[config.mk]
export PLATFORM = sky130hd
export DESIGN_NAME = sseg_scan_decoder_amisha
export DESIGN_NICKNAME = d
export VERILOG_FILES = /design/src/rtl/sseg_scan_decoder_amisha.sv
export SDC_FILE = /design/constraint.sdc
export NUM_CORES = 1
export LEC_CHECK = 0
export BUFFER_PORTS_ARGS = -buffer_cell sky130_fd_sc_hd__clkbuf_2
export CAP_MARGIN = 0
export CORE_MARGIN = 4
export CORE_UTILIZATION = 45
export DETAILED_ROUTE_END_ITERATION = 8
export HOLD_SLACK_MARGIN = 0.08
export MAX_ROUTING_LAYER = met4
export SLEW_MARGIN = 20
export SYNTH_ARGS = -nofsm -noshare
export SYNTH_HDL_FRONTEND = slang
export SYNTH_SLANG_ARGS = --single-unit
[constraint.sdc]
create_clock -name clk_amisha -period 2.4 [get_ports clk_amisha]
set_input_delay 0.48 -clock clk_amisha [delete_from_list [all_inputs] [get_ports clk_amisha]]
set_output_delay 0.48 -clock clk_amisha [all_outputs]
set_load 0.05 [all_outputs]
[src/rtl/sseg_scan_decoder_amisha.sv]
// rtl/sseg_scan_decoder_amisha.sv - scanned 4-digit seven-segment bus readback decoder
// Define SSEG_DEC_SYNC_EN to insert a two-flop synchronizer ahead of the sample register.
module sseg_scan_decoder_amisha #(
    parameter int STABLE_CYCLES  = 16,
    parameter int TIMEOUT_CYCLES = 1048576
) (
    input  logic        clk_amisha,
    input  logic        reset_amisha,
    input  logic [3:0]  an_amisha,
    input  logic [7:0]  sseg_amisha,
    output logic [15:0] hex_amisha,
    output logic [3:0]  dp_out_amisha,
    output logic [3:0]  valid_amisha,
    output logic [3:0]  err_amisha,
    output logic        frame_done_amisha,
    output logic        timeout_amisha
);
    localparam int SW = $clog2(STABLE_CYCLES + 1);
    localparam int TW = $clog2(TIMEOUT_CYCLES + 1);
    localparam logic [SW-1:0] STABLE_LAST  = SW'(STABLE_CYCLES - 1);
    localparam logic [SW-1:0] STABLE_MAX   = SW'(STABLE_CYCLES);
    localparam logic [TW-1:0] TIMEOUT_LAST = TW'(TIMEOUT_CYCLES - 1);
    localparam logic [TW-1:0] TIMEOUT_MAX  = TW'(TIMEOUT_CYCLES);

    typedef enum logic [1:0] {IDLE, SETTLE, HOLD} state_t;

    state_t      state, state_next;
    logic [SW-1:0] cnt, cnt_next;
    logic [TW-1:0] tcnt;
    logic [11:0] samp, samp_prev;
    logic [3:0]  an_s, sel, cap_set;
    logic        an_onehot, chg, capture;
    logic [3:0]  dec_nib;
    logic        dec_legal;

`ifdef SSEG_DEC_SYNC_EN
    logic [11:0] sync1, sync2;
    always_ff @(posedge clk_amisha) begin
        if (reset_amisha) begin
            sync1 <= '1;
            sync2 <= '1;
            samp  <= '1;
        end else begin
            sync1 <= {an_amisha, sseg_amisha};
            sync2 <= sync1;
            samp  <= sync2;
        end
    end
`else
    always_ff @(posedge clk_amisha) begin
        if (reset_amisha) samp <= '1;
        else              samp <= {an_amisha, sseg_amisha};
    end
`endif

    always_ff @(posedge clk_amisha) begin
        if (reset_amisha) samp_prev <= '1;
        else              samp_prev <= samp;
    end

    assign an_s      = samp[11:8];
    assign sel       = ~an_s;
    assign an_onehot = $onehot(sel);
    assign chg       = (samp != samp_prev);

    always_ff @(posedge clk_amisha) begin
        if (reset_amisha) begin
            state <= IDLE;
            cnt   <= '0;
        end else begin
            state <= state_next;
            cnt   <= cnt_next;
        end
    end

    // Any change of the sample restarts qualification at 1, counting the new value's first cycle.
    always_comb begin
        state_next = state;
        cnt_next   = cnt;
        case (state)
            IDLE: begin
                if (an_onehot) begin
                    state_next = SETTLE;
                    cnt_next   = SW'(1);
                end else begin
                    cnt_next = '0;
                end
            end
            SETTLE, HOLD: begin
                if (chg) begin
                    state_next = an_onehot ? SETTLE : IDLE;
                    cnt_next   = an_onehot ? SW'(1) : '0;
                end else if (state == SETTLE) begin
                    if (cnt >= STABLE_LAST) begin
                        state_next = HOLD;
                        cnt_next   = STABLE_MAX;
                    end else begin
                        cnt_next = cnt + 1'b1;
                    end
                end
            end
            default: begin
                state_next = IDLE;
                cnt_next   = '0;
            end
        endcase
    end

    always_comb begin
        capture = (state == SETTLE) && !chg && (cnt >= STABLE_LAST);
    end

    always_comb begin
        dec_nib   = '0;
        dec_legal = 1'b1;
        case (samp[6:0])
            7'b0000001: dec_nib = 4'h0;
            7'b1001111: dec_nib = 4'h1;
            7'b0010010: dec_nib = 4'h2;
            7'b0000110: dec_nib = 4'h3;
            7'b1001100: dec_nib = 4'h4;
            7'b0100100: dec_nib = 4'h5;
            7'b0100000: dec_nib = 4'h6;
            7'b0001111: dec_nib = 4'h7;
            7'b0000000: dec_nib = 4'h8;
            7'b0000100: dec_nib = 4'h9;
            7'b0001000: dec_nib = 4'hA;
            7'b1100000: dec_nib = 4'hB;
            7'b0110001: dec_nib = 4'hC;
            7'b1000010: dec_nib = 4'hD;
            7'b0110000: dec_nib = 4'hE;
            7'b0111000: dec_nib = 4'hF;
            default:    dec_legal = 1'b0;
        endcase
    end

    // A capture takes priority over the timeout terminal count in the same cycle.
    always_ff @(posedge clk_amisha) begin
        if (reset_amisha) begin
            hex_amisha        <= '0;
            dp_out_amisha     <= '0;
            valid_amisha      <= '0;
            err_amisha        <= '0;
            frame_done_amisha <= 1'b0;
            timeout_amisha    <= 1'b0;
            cap_set           <= '0;
            tcnt              <= '0;
        end else begin
            frame_done_amisha <= 1'b0;
            if (capture) begin
                for (int i = 0; i < 4; i++) begin
                    if (sel[i]) begin
                        dp_out_amisha[i] <= samp[7];
                        valid_amisha[i]  <= dec_legal;
                        err_amisha[i]    <= !dec_legal && (samp[6:0] != 7'h7F);
                        if (dec_legal) hex_amisha[4*i +: 4] <= dec_nib;
                    end
                end
                cap_set        <= cap_set | sel;
                tcnt           <= '0;
                timeout_amisha <= 1'b0;
            end else begin
                if (cap_set == 4'hF) begin
                    frame_done_amisha <= 1'b1;
                    cap_set           <= '0;
                end
                if (tcnt == TIMEOUT_LAST) begin
                    timeout_amisha <= 1'b1;
                    valid_amisha   <= '0;
                    cap_set        <= '0;
                end
                if (tcnt != TIMEOUT_MAX) tcnt <= tcnt + 1'b1;
            end
        end
    end
endmodule

### After elaboration in Yosys (flattened, before gate mapping)

Cells that the tools add are included.
Widths: inputs -> output; s select.

* reductions and logical operators: 25
* $add $sub $neg: 5
* magnitude comparators: 1
* eq/ne operators: 30
* bitwise gates (word level): 2
* multiplexer cells: 23

Operator list (number)
* $pmux 4 s15: 1
* $eq 7x6->1 const B: 5
* $eq 7x7->1 const B: 4
* $add 21x1->21 const B: 1
* $eq 21x20->1 const B: 1
* $ne 21x21->1 const B: 1
* $mux 4: 5
* $reduce_and 2->1: 8
* $reduce_or 16->1: 1
* $mux 5: 3
* $reduce_and 3->1: 5
* $eq 7x3->1 const B: 2
* $eq 7x4->1 const B: 2
* $ne 12x12->1: 1
* $ne 2x2->1 const B: 5
* $pmux 5 s2: 1
* $mux 1: 8
* $mux 2: 4
* $eq 7x1->1 const B: 1
* $eq 7x5->1 const B: 1
* $logic_not 7->1: 1
* $ne 7x7->1 const B: 1
* $ne 3x3->1 const B: 2
* $add 5x1->5 const B: 1
* 16 further kinds: 21

* bits in registers: 86
* output and inout port bits: 30
* logic and storage cells: 110

### Depth between registers and ports, before layout

* word-level depth: 7
* depth in mapped cells: 11
* mapped depth without buffers: 10

### Worst setup path before layout

No wires, ideal clock.

* path kind: reg-to-reg
* start point: register cnt[0]
* end point: register valid_amisha[0]
* setup slack: 0.231 ns
* cell stages (with the launch flop): 12
* library setup time: 0.132 ns
* required time: 2.268 ns
* arrival: 2.037 ns
* cells stage by stage: dfxtp_1 > ha_1 > and3_1 > ha_1 > nor2_1 > a21oi_1 > nand4_1 > buf_2 > clkbuf_1 > nor2_1 > o21ai_0 > a21oi_1

* longest elaborated chain between the ends: 4

Ends and longest elaborated chain
* from (decl): RTL line 28 `logic [SW-1:0] cnt, cnt_next;`
* from (signal assigned): RTL line 72 `cnt <= cnt_next;`
* $ge 5x4->1 *: RTL line 110 `capture = (state == SETTLE) && !chg && (cnt >= STABLE_LAST);`
* $logic_and 1x1->1 *: RTL line 110
* $ne 2x2->1 (no source line) or $reduce_bool 2->1 (tied branches)
* $reduce_and 2->1 (no source line)
* to (signal, indexed assignment): RTL line 154 `valid_amisha[i] <= dec_legal;`
* to (decl): RTL line 13 `output logic [3:0] valid_amisha,`

Every way passes the cells marked *; elsewhere a longest branch is shown, timed or not.
A chain may end at the register's enable or synchronous reset.

### Worst setup path after layout

* start point: register cnt[1]
* end point: register hex_amisha[8]

* longest elaborated chain between the ends: 3

Ends and longest elaborated chain
* $ge 5x4->1: RTL line 110
* $logic_and 1x1->1: RTL line 110
* $reduce_and 3->1 (no source line)
* to (signal, indexed assignment): RTL line 156 `if (dec_legal) hex_amisha[4*i +: 4] <= dec_nib;`
* to (decl): RTL line 11 `output logic [15:0] hex_amisha,`

No other way between the ends.

==> summary.md <==
| Metric | Value |
|---|---|
| Number of setup violations in the final report | 0 |
| DIE AREA | 10200 um^2 |
| Clock tree from TritonCTS | done |
| Synth Instances | between 400 and 500 |
| Overall global routing resource usage | between 10% and 20% |
| Worst vdd rail ir drop | 0.000316 V |
| Most frequent standard cell in the layout excluding fill and tap cells | dfxtp_1 |
| Yosys warning count | 0 |
| Startpoint class of the critical path | flop |
| Initial cell density of the core | a little under half |
| DR vias | approximately 3100 |
| MaxCap Viol Count | 0 |
| Total routed wirelength | 8390 um |
| Post-CTS setup-driven buffer insertion count | 0 |
| Final design area excluding fillers | between 4000 and 5000 um^2 |
| Category of the worst setup path capture point | flop |
| Clock tree buffer depth | 2 |
| Category of the critical setup timing path | flop to flop |
| Post-synthesis sequential area ratio | ~44% |
| Routability cong. | a little over 0.8 |
| Layout Nets | between 500 and 600 |
| Summed negative setup slack over all endpoints | 0 ns |
| Antenna violations before repair | 0 |
| Final number of max-transition violations | 0 |
| Largest clock skew in the final design | around 0.010 ns |
| Cells on worst reg2reg path | 10 |
| Initial DRC count | 94 |
| Endpoint of the worst register-to-register path | hex_amisha[8] |
| Leakage power | between 0.0015 and 0.002 uW |
| Fin crit share | 93.0% |
| Vias in the first global route | between 2000 and 3000 |
| Cell family contributing the most delay on the critical path | simple AND/OR/NAND/NOR gates |
| Result of the run | complete, no violations |
| Clk Tree Root Cell | clkbuf_8 |
| Worst hold path class | primary input to flop |
| Number of enable-type register cells in the synthesized netlist | 0 |
| Setup slack of the worst register-to-register path | about 0.17 ns |
| Final Hold Vio Count | 0 |
| Drt first pass iters | 4 |
| Area Overhead vs Synth | 16.3% |
| DRC violations left | 0 |
| DR WL/cell | roughly 14 um |
| Async set or reset register ratio after synthesis | 0% |
| Setup repair after global routing missed its margin | no |
| Fmax achieved | about 450 MHz |
| Post-detailed-route via-to-cell ratio | between 5 and 6 |
| Ratio of cells with drive above 1 in the final layout | ~25% |
| Horiz. Die Dim | approximately 100 um |
| Summed instance area of the synthesized netlist | 3880 um^2 |
| Total clock sinks | 86 |
| Detailed Place HPWL | between 5000 and 6000 um |
| Number of placed I/O pins | 44 |
| Number of clock buffers inserted by TritonCTS | 9 |
| Source-to-sink clock delay at the later pin of the worst-skew pair | between 0.3 and 0.4 ns |
| Startpoint of the most critical register-to-register path | cnt[1] |
| Clk slew on worst S/H paths | 0.09 ns |
| Period minus WS final | 2.23 ns |
| Total nets after synthesis | 460 |
| Top FF cell, synth | dfxtp_1 |
| Maximum number of pins on one net before global-route repair | 38 |
| Post-CTS Resized | 0 |
| Chain of cells forming the critical path | ha_1 > and3_1 > ha_1 > nor2_1 > a21oi_2 > nand4_1 > buf_12 > nor2_1 > nand2_2 > mux2_2 |
| Count of buffers inserted at the top-level ports | 43 |
| Global-route wire length before repair | 14200 um |
| Post-placement cell area | 4300 um^2 |
| Count of hold buffers inserted by post-cts repair | 0 |
| Number of H-tree levels | 3 |
| Leftover overflow at the end of global routing | 0 |
| Number of rows in the core area | 33 |
| Pin slew with the least headroom to its limit | 0.699 ns |
| Most frequent cells in the layout | dfxtp_1 (82), nor2_1 (52), clkbuf_2 (43), nand2_1 (35), or2_2 (25) |
| Count of cell instances traversed by the critical path | 10 |
| Delay of the slowest cell on the worst path | between 0.3 and 0.4 ns |
| Number of flip-flops and latches in the synthesized netlist | 86 |
| Slew Limit Headroom | between 50% and 60% |
| Biggest fanout along the worst timing path | 21 |
| Chip height | 101 um |
| Diode insertion count for antenna repair | 0 |
| Arr. time, crit path | roughly 2.5 ns |
| PD cells | approximately 620 nW/um^2 |
| Library cell contributing the largest single delay on the critical path | dfxtp_1 |
| Capturing element of the worst setup path | hex_amisha[8] |
| Data required time of the critical path | ~2.7 ns |
| Crit path buffers/inverters | 1 |
| Count of cell types in the netlist | 55 |
| Post-route antenna net violation count | 0 |
| Startpoint of the worst setup timing path | cnt[1] |
| Average cell area after synthesis | between 8 and 9 um^2 |
| Placeable core region | 8300 um^2 |
-- flip-flops by register name, summed over array words and instances, names as in the netlist --
name and cells:
tcnt 21, hex_amisha 16, samp 12, samp_prev 12, cnt 5, cap_set 4
dp_out_amisha 4, err_amisha 4, valid_amisha 4, state 2, frame_done_amisha 1, timeout_amisha 1
-- cells in the mapped netlist (3+ instances only) --
cell type	number	area, um^2
dfxtp_1	86	1720
nor2_1	52	195
nand2_1	35	131
a21oi_1	25	125
or2_2	25	156
xor2_1	24	210
o21ai_0	18	90.1
inv_1	16	60.1
nand3_1	11	55.1
clkbuf_1	10	37.5
nor3_1	10	50.1
a22o_1	9	78.8
ha_1	9	113
nand4_1	9	56.3
xnor2_1	9	78.8
buf_2	8	40.0
nor4_1	6	37.5
mux2i_1	5	50.1
a211oi_1	4	30.0
mux2_2	4	45.0
nor2b_1	4	25.0
a21o_1	3	22.5
and3_1	3	18.8
buf_6	3	33.8
nand2b_1	3	18.8
nor4_2	3	37.5
nor4b_1	3	26.3
o31ai_1	3	22.5
or4_1	3	22.5
-- worst min-delay path by stage --
stage	endpoint	cells past startpoint	startpoint	slack, ns
after global routing	samp[6]	2	sseg_amisha[6]	0.28
after detailed placement	cap_set[0]	1	cap_set[0]	0.44
after CTS	samp[2]	2	sseg_amisha[2]	0.28
after floorplan	cap_set[0]	1	cap_set[0]	0.43
after global placement	cap_set[0]	1	cap_set[0]	0.44
final	samp[5]	2	sseg_amisha[5]	0.30
-- stage by stage --
| step | hold slack, ns | setup slack, ns | util [%] | instances | total power, uW |
|---|---|---|---|---|---|
| after floorplan | 0.426 | 0.231 | - | 436 | 1690 |
| after global placement | 0.439 | 0.133 | 51.8 | 584 | 1760 |
| after detailed placement | 0.445 | 0.0785 | 51.8 | 584 | 1760 |
| after CTS | 0.278 | 0.0403 | 54.3 | 600 | 2820 |
| after global routing | 0.276 | 0.0348 | 54.4 | 600 | 2940 |
| final | 0.298 | 0.168 | 54.4 | 600 | 2800 |
-- kinds of logic (layout without fill, tap and decap cells) --
group,Yosys count,after routing,synth area share (%)
compound gates,77,77,12.7
buf+inv,38,97,4.67
fa+ha+maj,10,10,3.42
xor+xnor,33,33,7.44
mux,9,9,2.45
flops,86,86,44.3
simple gates,183,183,25.0
-- layout make-up --
type	instances	area, um^2
clock buffers	9	124
clock inverters	7	80.1
fillers	768	3780
inverters	16	60.1
multi-input cells	312	1990
flip-flops and latches	86	1730
well taps	105	131
repair buffers	65	405
-- metal layers --
metal	vias up	part of all wire (%)	track usage [%]
met1	1449	48	23.9
met3	12	3.6	3.81
li1	1615	-	-
met5	-	0	-
met4	0	1.3	6.13
met2	69	47	27.5
-- worst reg2reg max path: stages (launching register included) --
cell	delay (ns)
dfxtp_1	0.35
ha_1	0.21
and3_1	0.19
ha_1	0.19
nor2_1	0.20
a21oi_2	0.10
nand4_1	0.15
buf_12	0.18
nor2_1	0.08
nand2_2	0.12
mux2_2	0.34
-- power by group --
group          total (uW)  switching [uW]  internal [uW]
clock                1070             576            498
sequential           1490            37.7           1460
combinational         234             128            106
total                2800             741           2060
Note: power is estimated with default switching activity, not from simulation.
